<file path="config.mk">
export PLATFORM = sky130hd
export DESIGN_NAME = edge_event_unit_flat
export DESIGN_NICKNAME = d
export VERILOG_FILES = /design/src/rtl/edge_event_unit_pkg.sv /design/src/rtl/edge_event_unit_if.sv /design/src/rtl/edge_event_unit_chan.sv /design/src/rtl/edge_event_unit.sv /design/src/flat_wrapper.sv
export SDC_FILE = /design/constraint.sdc
export NUM_CORES = 1
export LEC_CHECK = 0
export BUFFER_PORTS_ARGS = -buffer_cell sky130_fd_sc_hd__buf_2
export CELL_PAD_IN_SITES_DETAIL_PLACEMENT = 0
export CELL_PAD_IN_SITES_GLOBAL_PLACEMENT = 1
export CORE_ASPECT_RATIO = 1.75
export CORE_MARGIN = 3
export CORE_UTILIZATION = 30
export DETAILED_ROUTE_END_ITERATION = 8
export PLACE_DENSITY_LB_ADDON = 0.25
export SETUP_SLACK_MARGIN = 0.3
export SLEW_MARGIN = 40
export SYNTH_ARGS = -nofsm -noshare
export SYNTH_HDL_FRONTEND = slang
export SYNTH_SLANG_ARGS = --single-unit
</file>
<file path="constraint.sdc">
create_clock -name sys_clk -period 3.7 [get_ports sys_clk]
set_clock_uncertainty 0.15 [all_clocks]
set_input_delay 0.185 -clock sys_clk [delete_from_list [all_inputs] [get_ports sys_clk]]
set_output_delay 0.185 -clock sys_clk [all_outputs]
set_load 0.02 [all_outputs]
</file>
<file path="src/rtl/edge_event_unit_pkg.sv">
// Shared definitions for the edge event unit: edge mode encoding and
// the sizing helper for the per-channel glitch filter counter.
package edge_event_pkg;

  localparam logic [1:0] MODE_OFF  = 2'b00;
  localparam logic [1:0] MODE_RISE = 2'b01;
  localparam logic [1:0] MODE_FALL = 2'b10;
  localparam logic [1:0] MODE_BOTH = 2'b11;

  // Width of a counter that must hold values 0..filter_cycles
  function automatic int cnt_width(input int filter_cycles);
    return (filter_cycles < 1) ? 1 : $clog2(filter_cycles + 1);
  endfunction

endpackage

</file>
<file path="src/rtl/edge_event_unit_if.sv">
// Control/status bundle for the edge event unit. The master side drives the
// monitored lines and configuration; the slave side (the unit) returns the
// filtered levels, pulses, sticky flags and the combined interrupt.
interface edge_event_unit_if #(parameter int CHANNELS = 4);

  logic [CHANNELS-1:0]   sig;
  logic [2*CHANNELS-1:0] mode;
  logic [CHANNELS-1:0]   irq_en;
  logic [CHANNELS-1:0]   ack;
  logic [CHANNELS-1:0]   level;
  logic [CHANNELS-1:0]   edge_pulse;
  logic [CHANNELS-1:0]   pending;
  logic [CHANNELS-1:0]   overflow;
  logic                  irq;

  modport master (
    output sig, mode, irq_en, ack,
    input  level, edge_pulse, pending, overflow, irq
  );

  modport slave (
    input  sig, mode, irq_en, ack,
    output level, edge_pulse, pending, overflow, irq
  );

endinterface

</file>
<file path="src/rtl/edge_event_unit_chan.sv">
// One monitored line: glitch filter with accepted level, edge qualification
// by mode, one-cycle edge pulse, and sticky pending/overflow with W1C ack.
// The next-state pending value is exported so the top can register irq in
// the same cycle that pending rises.
module edge_filter_chan
  import edge_event_pkg::*;
#(
  parameter int FILTER_CYCLES = 1
) (
  input  logic       sys_clk,
  input  logic       rst,
  input  logic       sig,
  input  logic [1:0] mode,
  input  logic       ack,
  output logic       level,
  output logic       edge_pulse,
  output logic       pending,
  output logic       overflow,
  output logic       pending_nxt
);

  localparam int               CNT_W    = cnt_width(FILTER_CYCLES);
  localparam logic [CNT_W-1:0] CNT_LAST = CNT_W'(FILTER_CYCLES - 1);

  logic [CNT_W-1:0] cnt;
  logic             accept;
  logic             qualified;
  logic             overflow_nxt;

  // Edge acceptance, mode qualification and sticky flag next-state;
  // a new edge wins over a simultaneous ack and never flags overflow then
  always_comb begin
    accept       = (sig != level) && (cnt == CNT_LAST);
    qualified    = 1'b0;
    pending_nxt  = pending;
    overflow_nxt = overflow;
    if (accept) begin
      qualified = sig ? ((mode & MODE_RISE) != MODE_OFF)
                      : ((mode & MODE_FALL) != MODE_OFF);
    end
    if (qualified) begin
      pending_nxt = 1'b1;
      if (pending && !ack) begin
        overflow_nxt = 1'b1;
      end else if (ack) begin
        overflow_nxt = 1'b0;
      end
    end else if (ack) begin
      pending_nxt  = 1'b0;
      overflow_nxt = 1'b0;
    end
  end

  // Filter counter, accepted level and registered event outputs; reset loads
  // the current line level so leaving reset never looks like an edge
  always_ff @(posedge sys_clk) begin
    if (rst) begin
      level      <= sig;
      cnt        <= '0;
      edge_pulse <= 1'b0;
      pending    <= 1'b0;
      overflow   <= 1'b0;
    end else begin
      if (sig == level) begin
        cnt <= '0;
      end else if (cnt == CNT_LAST) begin
        level <= sig;
        cnt   <= '0;
      end else begin
        cnt <= cnt + CNT_W'(1);
      end
      edge_pulse <= qualified;
      pending    <= pending_nxt;
      overflow   <= overflow_nxt;
    end
  end

endmodule

</file>
<file path="src/rtl/edge_event_unit.sv">
// Multi-channel edge event unit: independent filtered edge detectors per
// line, OR-combined into a single registered interrupt.
module edge_event_unit #(
  parameter int CHANNELS      = 4,
  parameter int FILTER_CYCLES = 1
) (
  input  logic              sys_clk,
  input  logic              rst,
  edge_event_unit_if.slave  bus
);

  logic [CHANNELS-1:0] level_w;
  logic [CHANNELS-1:0] pulse_w;
  logic [CHANNELS-1:0] pending_w;
  logic [CHANNELS-1:0] overflow_w;
  logic [CHANNELS-1:0] pending_nxt;
  logic                irq_q;

  for (genvar i = 0; i < CHANNELS; i++) begin : g_chan
    edge_filter_chan #(
      .FILTER_CYCLES (FILTER_CYCLES)
    ) u_chan (
      .sys_clk     (sys_clk),
      .rst         (rst),
      .sig         (bus.sig[i]),
      .mode        (bus.mode[2*i +: 2]),
      .ack         (bus.ack[i]),
      .level       (level_w[i]),
      .edge_pulse  (pulse_w[i]),
      .pending     (pending_w[i]),
      .overflow    (overflow_w[i]),
      .pending_nxt (pending_nxt[i])
    );
  end

  // Interrupt follows next-state pending so it rises together with pending
  always_ff @(posedge sys_clk) begin
    if (rst) begin
      irq_q <= 1'b0;
    end else begin
      irq_q <= |(pending_nxt & bus.irq_en);
    end
  end

  assign bus.level      = level_w;
  assign bus.edge_pulse = pulse_w;
  assign bus.pending    = pending_w;
  assign bus.overflow   = overflow_w;
  assign bus.irq        = irq_q;

endmodule

</file>
<file path="src/flat_wrapper.sv">
// flat-port wrapper written by rule: the top's interface ports become plain ports
module edge_event_unit_flat 
#(
  parameter int CHANNELS      = 4,
  parameter int FILTER_CYCLES = 1
)
  (sys_clk, rst, bus_sig, bus_mode, bus_irq_en, bus_ack, bus_level, bus_edge_pulse, bus_pending, bus_overflow, bus_irq);
  edge_event_unit_if #(.CHANNELS(CHANNELS)) bus_i ();
  input  logic sys_clk;
  input  logic rst;
  input wire logic [$bits(bus_i.sig)-1:0] bus_sig;
  input wire logic [$bits(bus_i.mode)-1:0] bus_mode;
  input wire logic [$bits(bus_i.irq_en)-1:0] bus_irq_en;
  input wire logic [$bits(bus_i.ack)-1:0] bus_ack;
  output wire logic [$bits(bus_i.level)-1:0] bus_level;
  output wire logic [$bits(bus_i.edge_pulse)-1:0] bus_edge_pulse;
  output wire logic [$bits(bus_i.pending)-1:0] bus_pending;
  output wire logic [$bits(bus_i.overflow)-1:0] bus_overflow;
  output wire logic [$bits(bus_i.irq)-1:0] bus_irq;
  assign bus_i.sig = bus_sig;
  assign bus_i.mode = bus_mode;
  assign bus_i.irq_en = bus_irq_en;
  assign bus_i.ack = bus_ack;
  assign bus_level = bus_i.level;
  assign bus_edge_pulse = bus_i.edge_pulse;
  assign bus_pending = bus_i.pending;
  assign bus_overflow = bus_i.overflow;
  assign bus_irq = bus_i.irq;
  edge_event_unit #(.CHANNELS(CHANNELS), .FILTER_CYCLES(FILTER_CYCLES)) u_core (.sys_clk(sys_clk), .rst(rst), .bus(bus_i));
endmodule
</file>
==> flow_summary.ini <==
[pwr]
static-leakage-power_uw = 0.000536
power.combinational.fraction_pct = 13.5
power_switching_uw = 111
power_per_cell_area_nw_per_um2 = 384
pwr-share-seq_pct = 54.2
power.internal_uw = 351
peakVddDrop_mv = 0.180
switching_share_pct = 24.1
pwr-share-clk_pct = 32.3

[clock_tree]
cts-htree-levels = 1
cts_made_buffers = 3
cts.reportedPaths.clkPinSlew_ps = 80
post_cts_buffers = 0
cts_tree = yes
clockBufferDepth = 2
postCtsHoldBufs = 8
cts-resized-gates = 0
cts_num_sinks = 21
insertion_delay_ps = 260
clockRootBuffer = sky130_fd_sc_hd__clkbuf_8

[synth]
syn-instance-count = 93
number_of_distinct_library_cells_after_synthesis = 18
netlist_top_cells_area = sky130_fd_sc_hd__dfxtp_1, sky130_fd_sc_hd__buf_4, sky130_fd_sc_hd__edfxtp_1
synth.area.mux_share_pct = 0
synth_sequential_area_ratio_pct = 48.4
synthXorXnorAreaFrac_pct = 3.68
ys_ff_latch = 21
synthesis.area_sq_um = 952
dominantRegCellSynth = sky130_fd_sc_hd__dfxtp_1
synth_largest_type_area_fraction_pct = 35.7
per_instance_average_area_after_synthesis_sq_um = 10.2
synth_enable_flop_cells = 4
synth_fa_ha_area_share_pct = 0
yosys_synthesis_warning_count = 0
synth-simple-area-share_pct = 20.0
synth-compound-area-share_pct = 12.5
yosysTopAreaCell = sky130_fd_sc_hd__dfxtp_1
combinational_family_with_the_most_area_after_synthesis = simple AND/OR/NAND/NOR gates
postSynth.asyncResetShare_pct = 0

[floorplan]
core.rowCount = 26
vertical_die_dimension_um = 80.5
dieArea_sq_um = 3910
ioPinCount = 39
die_w_um = 48.6
core_region_area_sq_um = 2990
initial_util_pct = 31.8

[detailed_routing]
drt-wirelength-per-cell_um = 10.7
ant_nets = 0
first_pass_iters = 3
route.detailed.drc = 0
drt_iter0_markers = 10
vias = 721
post_drt_via_cell_ratio = 4.24
wirelength_um = 1820

[final_layout]
nNetsFinal = 151
fillerInstances = 338
n_antenna_cell = 0
drive_gt1_share_pct = 35.9
area_growth_syn_to_layout_pct = 26.4

[global_routing]
first_global_vias = 738
grt_util_all_layers_pct = 10.5
grt_start_max_net_pins = 18
antenna_found_initial = 0
grt_pass1_wl_um = 3220
globalRoute.totalOverflow = 0

[placed_design]
gp_congestion = 0.687
hpwlAfterDp_um = 1460
port-buffer-count = 38

[timing]
final.setup.tns_ps = 0
setup_violating_endpoint_count_in_the_final_report = 0
rsz0062_at_grt = false
hold_violations = 0
max_frequency_mhz = 657
hold_ws_ps = 82.5
fin_crit_sh_pct = 41.1
drv_slew = 0
period_minus_slack_ps = 1520

[critical_path]
crit_path_end_kind = flip-flop
timing.rr.end = u_core.bus.irq
critPathRequiredTime_ps = 3680
r2r_slack_ps = 2300
worst_r2r_startpoint = u_core.g_chan[0].u_chan.level
r2r.worst_path.cells = 3
setup.worst_path.class = in -> reg
worstPathMaxFanout = 4
worstPathArrival_ps = 1510
startpoint_kind_of_the_worst_setup_timing_path = input port

[run]
drv_cap = 0

[hold_path]
whs_path_depth = 3
hold_path.class = in -> reg
timing.hold.worst.start = bus_irq_en[1]
hold_path_end = u_core.bus.irq

[status]
status = completed
## power by group through the flow
stage          sequential [uW]  clock (uW)  combinational [uW]
4_1_cts                    251         158                63.9
5_1_grt                    253         167                69.6
3_3_place_gp               255           0                57.1
6_report                   251         149                62.7
3_5_place_dp               256           0                57.2
2_1_floorplan              256           0                42.3
## state kept, by name, indices dropped and copies added, names as in the netlist
signal and cells:
u_core.g_chan.u_chan.cnt 4, u_core.g_chan.u_chan.edge_pulse 4, u_core.g_chan.u_chan.level 4, u_core.g_chan.u_chan.overflow 4, u_core.g_chan.u_chan.pending 4, u_core.bus.irq 1
## placed cells by master, fill, tap and decap left out, types with 3 or more instances in the layout
cell type | netlist | final
sky130_fd_sc_hd__inv_1 | 4 | 4
sky130_fd_sc_hd__nor2b_1 | 4 | 4
sky130_fd_sc_hd__nor2_1 | 12 | 12
sky130_fd_sc_hd__o31ai_1 | 4 | 4
sky130_fd_sc_hd__dlygate4sd3_1 | 0 | 8
sky130_fd_sc_hd__dfxtp_1 | 17 | 17
sky130_fd_sc_hd__o21ai_1 | 4 | 4
sky130_fd_sc_hd__nor3_1 | 4 | 4
sky130_fd_sc_hd__buf_2 | 1 | 38
sky130_fd_sc_hd__a211oi_1 | 4 | 4
sky130_fd_sc_hd__o21bai_1 | 4 | 4
sky130_fd_sc_hd__edfxtp_1 | 4 | 4
sky130_fd_sc_hd__conb_1 | 1 | 4
sky130_fd_sc_hd__and4bb_1 | 4 | 4
sky130_fd_sc_hd__xnor2_1 | 4 | 4
sky130_fd_sc_hd__and4bb_2 | 4 | 4
sky130_fd_sc_hd__clkbuf_8 | 0 | 3
## synth_stat cells, types with 4 or more instances
library cell and count:
sky130_fd_sc_hd__a211oi_1 4, sky130_fd_sc_hd__o21ai_1 4, sky130_fd_sc_hd__inv_1 4, sky130_fd_sc_hd__buf_4 16
sky130_fd_sc_hd__o31ai_1 4, sky130_fd_sc_hd__dfxtp_1 17, sky130_fd_sc_hd__nor2_1 12, sky130_fd_sc_hd__and4bb_2 4
sky130_fd_sc_hd__and4bb_1 4, sky130_fd_sc_hd__o21bai_1 4, sky130_fd_sc_hd__xnor2_1 4, sky130_fd_sc_hd__nor3_1 4
sky130_fd_sc_hd__nor2b_1 4, sky130_fd_sc_hd__edfxtp_1 4
## kinds of logic (layout without fill, tap and decap cells)
kind of cell	Yosys count	count (layout)
xor+xnor	4	4
compound gates	17	17
flops	21	21
other cells	1	4
buf+inv	22	54
simple gates	28	28
## worst max-delay path: stages
cell and delay, ps:
sky130_fd_sc_hd__dlygate4sd3_1 530, sky130_fd_sc_hd__buf_2 140, sky130_fd_sc_hd__and4bb_1 230, sky130_fd_sc_hd__o31ai_1 290, sky130_fd_sc_hd__a41oi_1 130
## layer usage
metal	track usage, %	wire (um)	up-vias
li1	-	-	375
met1	11.5	696	326
met2	18.9	1010	18
met3	1.86	94	2
met4	5.98	19	0
met5	0	0	-
## area by class of cell
class | instances | area [sq um] | share of cell area [%]
clock buffer | 3 | 41.3 | 3.43
clock inverter | 1 | 5.00 | 0.416
inverter | 4 | 15.0 | 1.25
multi-input combinational | 53 | 359 | 29.8
sequential | 21 | 460 | 38.3
tap | 42 | 52.6 | 4.37
timing repair buffer | 46 | 270 | 22.5
## through the flow
| stage | total power [uW] | utilization [%] | instance area [sq um] | cells | setup WS (ps) |
|---|---|---|---|---|---|
| 6_report | 463 | 40.2 | 1200 | 170 | 2180 |
| 5_1_grt | 489 | 40.2 | 1200 | 170 | 2080 |
| 4_1_cts | 473 | 40.2 | 1200 | 170 | 2150 |
| 3_5_place_dp | 314 | 36.0 | 1080 | 158 | 2280 |
| 3_3_place_gp | 312 | 36.0 | 1080 | 158 | 2290 |
| 2_1_floorplan | 298 | - | 963 | 96 | 2400 |
## how the worst max path moves through the flow
stage,startpoint,end,slack (ps),depth (start not counted)
global route,bus_sig[1],u_core.bus.irq,2080,5
global placement,u_core.g_chan[3].u_chan.level,u_core.bus.irq,2290,3
floorplan,u_core.g_chan[3].u_chan.level,u_core.bus.irq,2400,3
CTS,bus_sig[0],u_core.bus.irq,2150,5
finish,bus_sig[1],u_core.bus.irq,2180,5
detailed placement,u_core.g_chan[0].u_chan.level,u_core.bus.irq,2280,3
Power figures use the tool's default switching activity.
